`src/rtl/tri_pkg.sv`:
```
// Shared definitions for the triangle rasterizer and its pixel collector:
// default coordinate width, counter width helper and the collector state encoding.
package tri_pkg;

  localparam int TRI_CW = 3;

  typedef enum logic [1:0] {
    ST_IDLE    = 2'd0,
    ST_COLLECT = 2'd1,
    ST_DRAIN   = 2'd2
  } state_t;

  // Pixel counter must hold 0..(1<<(2*cw)) inclusive.
  function automatic int cnt_width(input int cw);
    return 2 * cw + 1;
  endfunction

endpackage

```
`src/rtl/tri_pixel_collector_if.sv`:
```
// Pixel stream in / row drain out bundle of the pixel collector.
// master = rasterizer + consumer side, slave = collector side.
interface tri_pixel_collector_if
  import tri_pkg::*;
#(
  parameter int CW = TRI_CW
);
  localparam int NROW = 1 << CW;
  localparam int CNTW = cnt_width(CW);

  logic            busy_i;
  logic            po_i;
  logic [CW-1:0]   xo_i;
  logic [CW-1:0]   yo_i;
  logic            row_valid;
  logic            row_ready;
  logic [CW-1:0]   row_idx;
  logic [NROW-1:0] row_data;
  logic [CNTW-1:0] pix_count;
  logic            frame_done;
  logic            overrun;
  logic            dup_err;

  modport master (
    output busy_i, po_i, xo_i, yo_i, row_ready,
    input  row_valid, row_idx, row_data, pix_count, frame_done, overrun, dup_err
  );

  modport slave (
    input  busy_i, po_i, xo_i, yo_i, row_ready,
    output row_valid, row_idx, row_data, pix_count, frame_done, overrun, dup_err
  );

endinterface

```
`src/rtl/tri_bitmap.sv`:
```
// NROW x NROW single-bit pixel store: set one bit, clear all, read one row.
// o_hit reports whether the addressed write bit is already set.
module tri_bitmap #(
  parameter int CW = 3
) (
  input  logic                  clk,
  input  logic                  reset,
  input  logic                  i_wr_en,
  input  logic [CW-1:0]         i_wr_x,
  input  logic [CW-1:0]         i_wr_y,
  input  logic                  i_clr,
  input  logic [CW-1:0]         i_rd_row,
  output logic                  o_hit,
  output logic [(1<<CW)-1:0]    o_row_data
);
  localparam int NROW = 1 << CW;

  // Row y occupies bits [y*NROW +: NROW], so {y,x} is the flat bit index.
  logic [NROW*NROW-1:0] w_flat;

  for (genvar gi = 0; gi < NROW; gi++) begin : g_row
    logic [NROW-1:0] r_row;

    always_ff @(posedge clk or negedge reset) begin
      if (!reset) begin
        r_row <= '0;
      end else if (i_clr) begin
        r_row <= '0;
      end else if (i_wr_en && (i_wr_y == CW'(gi))) begin
        r_row[i_wr_x] <= 1'b1;
      end
    end

    assign w_flat[gi*NROW +: NROW] = r_row;
  end

  assign o_hit      = w_flat[{i_wr_y, i_wr_x}];
  assign o_row_data = w_flat[{i_rd_row, {CW{1'b0}}} +: NROW];

endmodule

```
`src/rtl/tri_pixel_collector.sv`:
```
// Captures a rasterizer pixel stream into a bitmap and drains it row by row.
// Optional duplicate-pixel detection is enabled by defining TRI_DUP_CHECK_EN.
module tri_pixel_collector
  import tri_pkg::*;
#(
  parameter int CW = TRI_CW
) (
  input  logic                 clk,
  input  logic                 reset,
  tri_pixel_collector_if.slave bus
);
  localparam int NROW = 1 << CW;
  localparam int CNTW = cnt_width(CW);
  localparam logic [CNTW-1:0] PIX_MAX = CNTW'(1 << (2 * CW));

  state_t          r_state;
  logic            r_busy_q;
  logic            r_row_valid;
  logic [CW-1:0]   r_row_idx;
  logic [CNTW-1:0] r_pix_count;
  logic            r_frame_done;
  logic            r_overrun;

  logic            w_hit;
  logic [NROW-1:0] w_row_bits;

  wire w_eof      = r_busy_q & ~bus.busy_i;
  wire w_capture  = bus.po_i & (r_state != ST_DRAIN);
  wire w_new_pix  = w_capture & ~w_hit & (r_pix_count < PIX_MAX);
  wire w_accept   = r_row_valid & bus.row_ready;
  wire w_last_row = w_accept & (r_row_idx == CW'(NROW - 1));

  tri_bitmap #(.CW(CW)) u_bitmap (
    .clk        (clk),
    .reset      (reset),
    .i_wr_en    (w_capture),
    .i_wr_x     (bus.xo_i),
    .i_wr_y     (bus.yo_i),
    .i_clr      (w_last_row),
    .i_rd_row   (r_row_idx),
    .o_hit      (w_hit),
    .o_row_data (w_row_bits)
  );

  always_ff @(posedge clk or negedge reset) begin
    if (!reset) begin
      r_state      <= ST_IDLE;
      r_busy_q     <= 1'b0;
      r_row_valid  <= 1'b0;
      r_row_idx    <= '0;
      r_pix_count  <= '0;
      r_frame_done <= 1'b0;
      r_overrun    <= 1'b0;
    end else begin
      r_busy_q     <= bus.busy_i;
      r_frame_done <= 1'b0;
      if (w_new_pix) begin
        r_pix_count <= r_pix_count + 1'b1;
      end
      case (r_state)
        ST_IDLE: begin
          if (bus.busy_i) begin
            r_state <= ST_COLLECT;
          end
        end
        ST_COLLECT: begin
          if (w_eof) begin
            r_state     <= ST_DRAIN;
            r_row_valid <= 1'b1;
            r_row_idx   <= '0;
          end
        end
        ST_DRAIN: begin
          // A new frame starting now cannot be captured; flag it instead.
          if (bus.busy_i && !r_busy_q) begin
            r_overrun <= 1'b1;
          end
          if (w_accept) begin
            r_row_idx <= r_row_idx + 1'b1;
          end
          if (w_last_row) begin
            r_row_valid  <= 1'b0;
            r_frame_done <= 1'b1;
            r_pix_count  <= '0;
            r_state      <= ST_IDLE;
          end
        end
        default: r_state <= ST_IDLE;
      endcase
    end
  end

`ifdef TRI_DUP_CHECK_EN
  logic r_dup_err;

  always_ff @(posedge clk or negedge reset) begin
    if (!reset) begin
      r_dup_err <= 1'b0;
    end else if (w_capture && w_hit) begin
      r_dup_err <= 1'b1;
    end
  end

  assign bus.dup_err = r_dup_err;
`else
  assign bus.dup_err = 1'b0;
`endif

  assign bus.row_valid  = r_row_valid;
  assign bus.row_idx    = r_row_idx;
  assign bus.row_data   = r_row_valid ? w_row_bits : '0;
  assign bus.pix_count  = r_pix_count;
  assign bus.frame_done = r_frame_done;
  assign bus.overrun    = r_overrun;

endmodule

```
`src/flat_wrapper.sv`:
```
// flat-port wrapper written by rule: the top's interface ports become plain ports
module tri_pixel_collector_flat import tri_pkg::*;
#(
  parameter int CW = TRI_CW
)
  (clk, reset, bus_busy_i, bus_po_i, bus_xo_i, bus_yo_i, bus_row_ready, bus_row_valid, bus_row_idx, bus_row_data, bus_pix_count, bus_frame_done, bus_overrun, bus_dup_err);
  tri_pixel_collector_if #(.CW(CW)) bus_i ();
  input  logic clk;
  input  logic reset;
  input wire logic [$bits(bus_i.busy_i)-1:0] bus_busy_i;
  input wire logic [$bits(bus_i.po_i)-1:0] bus_po_i;
  input wire logic [$bits(bus_i.xo_i)-1:0] bus_xo_i;
  input wire logic [$bits(bus_i.yo_i)-1:0] bus_yo_i;
  input wire logic [$bits(bus_i.row_ready)-1:0] bus_row_ready;
  output wire logic [$bits(bus_i.row_valid)-1:0] bus_row_valid;
  output wire logic [$bits(bus_i.row_idx)-1:0] bus_row_idx;
  output wire logic [$bits(bus_i.row_data)-1:0] bus_row_data;
  output wire logic [$bits(bus_i.pix_count)-1:0] bus_pix_count;
  output wire logic [$bits(bus_i.frame_done)-1:0] bus_frame_done;
  output wire logic [$bits(bus_i.overrun)-1:0] bus_overrun;
  output wire logic [$bits(bus_i.dup_err)-1:0] bus_dup_err;
  assign bus_i.busy_i = bus_busy_i;
  assign bus_i.po_i = bus_po_i;
  assign bus_i.xo_i = bus_xo_i;
  assign bus_i.yo_i = bus_yo_i;
  assign bus_i.row_ready = bus_row_ready;
  assign bus_row_valid = bus_i.row_valid;
  assign bus_row_idx = bus_i.row_idx;
  assign bus_row_data = bus_i.row_data;
  assign bus_pix_count = bus_i.pix_count;
  assign bus_frame_done = bus_i.frame_done;
  assign bus_overrun = bus_i.overrun;
  assign bus_dup_err = bus_i.dup_err;
  tri_pixel_collector #(.CW(CW)) u_core (.clk(clk), .reset(reset), .bus(bus_i));
endmodule
```
`config.mk`:
```
export PLATFORM = sky130hd
export DESIGN_NAME = tri_pixel_collector_flat
export DESIGN_NICKNAME = d
export VERILOG_FILES = /design/src/rtl/tri_pkg.sv /design/src/rtl/tri_pixel_collector_if.sv /design/src/rtl/tri_bitmap.sv /design/src/rtl/tri_pixel_collector.sv /design/src/flat_wrapper.sv
export SDC_FILE = /design/constraint.sdc
export NUM_CORES = 1
export LEC_CHECK = 0
export CAP_MARGIN = 40
export CORE_MARGIN = 8
export CORE_UTILIZATION = 53
export DETAILED_ROUTE_END_ITERATION = 7
export HOLD_SLACK_MARGIN = 0.15
export PLACE_DENSITY = 0.75
export SYNTH_ARGS = -nofsm -noshare
export SYNTH_HDL_FRONTEND = slang
export SYNTH_SLANG_ARGS = --single-unit
```
`constraint.sdc`:
```
create_clock -name clk -period 2.4 [get_ports clk]
set_clock_uncertainty 0.2 [all_clocks]
set_input_delay 0.36 -clock clk [delete_from_list [all_inputs] [get_ports clk]]
set_output_delay 0.36 -clock clk [all_outputs]
set_load 0.01 [all_outputs]
```
; ---- Word level (Yosys, flattened, before mapping)
; Index checks and enable logic that the tools add are counted.
[op_classes]
addsub = 2
magnitude_cmp = 4
n_eq_ne = 15
n_shift = 1
muxes = 36
n_bitwise = 16
n_reduce_logical = 26
[op_table]
columns = op, n
row1 = $mux W8, 17
row2 = $or A8 B8 Y8, 8
row3 = $shiftx A64 B7 Y8, 1
row4 = $mux W7, 3
row5 = $reduce_bool A2 Y1, 9
row6 = $eq A3 B3 Y1 const B, 5
row7 = $logic_and A1 B1 Y1, 10
row8 = $reduce_and A3 Y1, 3
row9 = $add A7 B1 Y7 const B, 1
row10 = $lt A6 B7 Y1 const B, 1
row11 = $lt A7 B7 Y1 const B, 1
row12 = $and A1 B1 Y1, 6
row13 = $bmux W1 S6, 1
row14 = $eq A3 B2 Y1 const B, 2
row15 = $mux W1, 6
row16 = $mux W2, 3
row17 = $mux W3, 2
row18 = $ne A2 B2 Y1 const B, 3
row19 = $pmux W2 S3, 1
row20 = $pmux W3 S2, 1
row21 = $lt A3 B4 Y1 const B, 1
row22 = $ne A2 B1 Y1 const B, 2
row23 = $add A3 B1 Y3 const B, 1
row24 = $demux W1 S3, 1
row25 = other kinds (10), 11
[word_totals]
ff_bits = 80
input_bits = 11
out_inout_bits = 22
wordCells = 115

; ---- Logic depth before layout (Yosys ltp)
[depth]
word_depth = 8
depth_mapped = 10
depth_no_buf = 9

; ---- Hierarchy
; Synthesis repeated with hierarchy kept, for this count alone.
[unflattened]
cells_unflattened = 407
hier_area_um2 = 4341.7
[by_module_without_submodules]
columns = module, n_inst, cells_per_inst, area_each_um2, seq_area_each_um2
row1 = tri_bitmap, 1, 327, 3499.6, 1601.5
row2 = tri_pixel_collector, 1, 80, 842.1, 400.4

; ---- Worst setup path after synthesis
; Ideal clock, no wire load.
[synth_timing]
path_kind = reg-to-reg
from = register u_core.r_state[0]
to = register u_core.r_pix_count[3] (netlist: u_core.bus.pix_count[3])
setup_ns = 0.129
arrival_ns = 2.181
required_ns = 2.071
slack_ns = -0.110
path_stages_with_launch = 10
n_path_buf = 0
period_less_slack_ns = 2.510
cell_sequence = dfrtp_1 > inv_1 > ha_1 > nand3b_1 > or3_1 > a221o_1 > a211oi_1 > o32a_2 > o2111ai_1 > mux2i_1
[synth_via]
elab_chain_cells = 7
word_cells_on_any_way = 8
classes_between = eq/ne: 2 / mux: 3 / bitwise: 3
[synth_rtl]
columns = element, line_no
row1 = from (decl), tri_pixel_collector.sv:16  ; state_t r_state;
row2 = from (signal assigned), tri_pixel_collector.sv:47  ; r_state <= ST_IDLE;
row3 = from (signal assigned), tri_pixel_collector.sv:63  ; r_state <= ST_COLLECT;
row4 = from (signal assigned), tri_pixel_collector.sv:68  ; r_state <= ST_DRAIN;
row5 = $ne A2 B2 Y1, tri_pixel_collector.sv:28  ; wire w_capture = bus.po_i & (r_state != ST_DRAIN);
row6 = $and A1 B1 Y1, tri_pixel_collector.sv:28
row7 = $and A1 B1 Y1 (2 in series), tri_pixel_collector.sv:29  ; wire w_new_pix = w_capture & ~w_hit & (r_pix_count < PIX_MAX);
row8 = $mux W7, tri_pixel_collector.sv:57  ; if (w_new_pix) begin
row9 = $mux W7, tri_pixel_collector.sv:81  ; if (w_last_row) begin
row10 = $mux W7 (*), tri_pixel_collector.sv:60  ; case (r_state)
row11 = to (signal assigned), tri_pixel_collector.sv:58  ; r_pix_count <= r_pix_count + 1'b1;
row12 = to (decl), tri_pixel_collector.sv:20  ; logic [CNTW-1:0] r_pix_count;
; Every way passes the cells marked *; elsewhere a longest branch is shown, timed or not.
; A chain may end at the register's enable or synchronous reset.

; ---- Worst setup path in the final report
[layout_timing]
from = register u_core.r_state[0]
to = register u_core.r_pix_count[5] (netlist: u_core.bus.pix_count[5])
; Same word-level chain as after synthesis.

==> results.toml <==
[detailed_routing]
via_count = 3640
avgViaCountPerCell = 6.244
detail-route-antenna-nets = 0
drt-wirelength-per-cell_um = 20.50
firstDrtPassIters = 7
drt_iter0_drc = 348
wirelength_um = 11950
drt_drc_violations_left = 0

[sta]
fmaxAchievable_ghz = 0.3970
grt_setup_unrepaired = "true"
tns_ps = -1037
worstMarginPinSlew_ps = 767.5
holdWs_ps = 267.7
hold_violations = 0
finalMaxSlewViolations = 0
maxSlewHeadroom = 0.4864
finalCriticalPeriod_ps = 2519
setup_slack_ps = -119.0
period_share = 1.050
setup_viol = 14

[placement]
dp.final_hpwl_um = 8020
dp_cells = 556
place.port_buffers = 31
routabilityCongestion = 0.9798

[finish]
stdcell_count = 583
n_fill_cell = 590
area_growth_pct = 24.50
final_core_util = 0.6843
nets = 493
num_antenna_cells = 0
drive_gt1_frac = 0.2516

[clock_tree]
cts_buffers = 9
cts_tree = "done"
cts_buffer_depth = 2
clk_latency_ps = 370
path_clk_slew_ps = 90
h-tree-depth = 3
clock-root-buffer = "clkbuf_8"
cts_num_sinks = 80

[logic_synthesis]
synth-async-reset-ratio = 1.000
mappedNetlistNets = 427
synth_area_leader_cell = "dfrtp_1"
synth_mux_area_frac = 0.1811
syn_area_sq_mm = 0.004269
synth_top_family_by_area = "multiplexers"
synth_simple_gate_area_frac = 0.1427
synth_seq_cells = 80
syn_area_per_cell_sq_um = 10.41
synth_compound_area_frac = 0.1471
ys_top_cells_by_area = "dfrtp_1 (47%), mux4_2 (11%), a21oi_1 (8.2%)"
synth_cell_type_count = 44
yosys_most_used_dff = "dfrtp_1"
synth_top_area_share = 0.4689
synth_edf_count = 0
yosysWarnings = 0
synth_fa_ha_area_frac = 0.01758
yosysSeqAreaShare = 0.4689
synthCells = 410
synth_xor_area_frac = 0

[power_and_ir_drop]
power_density_mw_per_mm2 = 862.0
ir_drop_mv = 0.4643
power.leakage_uw = 0.002392

[die]
ios = 33
die_width_um = 105.8
die_h_um = 105.8
num_rows = 32
dieArea_sq_mm = 0.01118
coreArea_sq_mm = 0.007767
initial_utilization = 0.5496

[outcome]
violations = "negative setup slack"
status = "finished with violations"

[critical_path]
critical_path_class = "flop to flop"
cp_data_required_time_ps = 2440
start_kind = "flop"
path_max_fanout = 8
crit_slowest_cell = "dfrtp_1"
worstPathArrival_ps = 2560
crit_chain = "inv_2 -> ha_4 -> nand3b_1 -> or3_4 -> a221o_1 -> a211oi_2 -> o32a_4 -> o2111ai_2 -> mux2i_1"
setup.worst_path.end_class = "flop"
slowest_delay_ps = 370

[min_path]
holdCritPathClass = "input port to async pin"

[global_route]
grt_max_degree = 65
antenna_found_initial = 0
grt_first_pass_wirelength_um = 19310
grt_util_all_layers = 0.2174
grt-ovfl-total = 0
grt_pass1_vias = 3568

[flow_run]
cap_violations = 0
-- logic make-up after synthesis --
family	count (synthesis)
flops	80
mux	44
other cells	1
buf+inv	41
simple gates	132
compound gates	106
fa+ha+maj	6
-- area by class of cell --
| type | instances | area, sq um | share of cell area |
|---|---|---|---|
| clock buffers | 10 | 127.6 | 0.02401 |
| clock inverters | 6 | 83.83 | 0.01577 |
| inverters | 12 | 45.04 | 0.008475 |
| multi-input cells | 289 | 2171 | 0.4084 |
| flip-flops and latches | 80 | 2003 | 0.3769 |
| well taps | 102 | 127.6 | 0.02401 |
| repair buffers | 84 | 757.0 | 0.1424 |
-- power breakdown --
group	total [uW]	internal (uW)	switching, uW
logic	1560	836	723
registers	1950	1650	296
clock network	1070	582	492
total	4580	3070	1510
-- Yosys cell counts (3+ instances only) --
cell type,count
nand3_1,6
and3_1,3
mux4_1,4
ha_1,6
a22o_1,3
and2_1,4
o2111ai_1,4
clkbuf_1,17
nor2_1,73
inv_1,12
nand2_1,13
a21oi_1,70
o21ai_0,6
buf_2,7
mux2i_1,15
a31oi_1,3
mux4_2,21
mux2_2,4
nand2b_1,3
nor3_1,10
dfrtp_1,80
a221oi_1,7
nor2b_1,13
-- per-stage QoR --
step	setup slack (ps)	area (sq um)	total power, uW
global placement	-603.2	4946	3314
global route	-209.2	5315	4829
CTS	-93.29	5299	4553
detailed placement	-742.7	4946	3372
floorplan	-24.58	4280	2758
finish	-119.0	5315	4582
-- layer usage --
metal	up-vias	wire, um	track usage
met5	-	0	0
met4	0	318	0.08543
met3	33	1150	0.07430
met2	216	5543	0.3307
met1	1779	4937	0.2794
li1	1612	-	-
-- worst max-delay path, delay by kind of cell (launching register included) --
family	cells	cell delay [ps]
compound gates	4	920
simple gates	2	530
flops	1	370
fa+ha+maj	1	160
mux	1	150
buf+inv	1	60
-- sequential cells by signal, indices dropped and copies added (netlist names) --
register,flops
u_core.bus.row_idx,3
u_core.bus.row_valid,1
u_core.bus.frame_done,1
u_core.r_state,2
u_core.bus.overrun,1
u_core.u_bitmap.g_row.r_row,64
u_core.bus.pix_count,7
u_core.r_busy_q,1
-- final timing paths --
path / startpoint / endpoint / slack (ps) / depth (start not counted)
max reg2reg: u_core.r_state[0] / u_core.bus.pix_count[5] / -120 / 9
min: reset / u_core.bus.row_valid / 270 / 2
min reg2reg: u_core.bus.overrun / u_core.bus.overrun / 280 / 1
min in group clk: u_core.bus.overrun / u_core.bus.overrun / 280 / 1
max in group asynchronous: reset / u_core.u_bitmap.g_row[7].r_row[3] / 1130 / 3
max: u_core.r_state[0] / u_core.bus.pix_count[5] / -120 / 9
-- timing repair --
item	in CTS	in global routing
gates cloned	2	0
hold endpoints to repair	72	0
pin swaps	5	2
buffers inserted	8	1
setup endpoints to repair	15	75
hold buffers	1	0
resized for setup	59	9
-- placed cells by master (no fill, tap or decap), drive strengths merged, types with 6 or more instances in the layout --
master	n
nor2	73
nand2	13
ha	6
dfrtp	80
nor2b	13
clkdlybuf4s50	19
buf	61
clkbuf	10
mux2i	15
and2	6
o21ai	7
nand3	6
mux4	25
nor3	10
a21oi	70
inv	12
a221oi	7
Note: power is estimated with default switching activity, not from simulation.
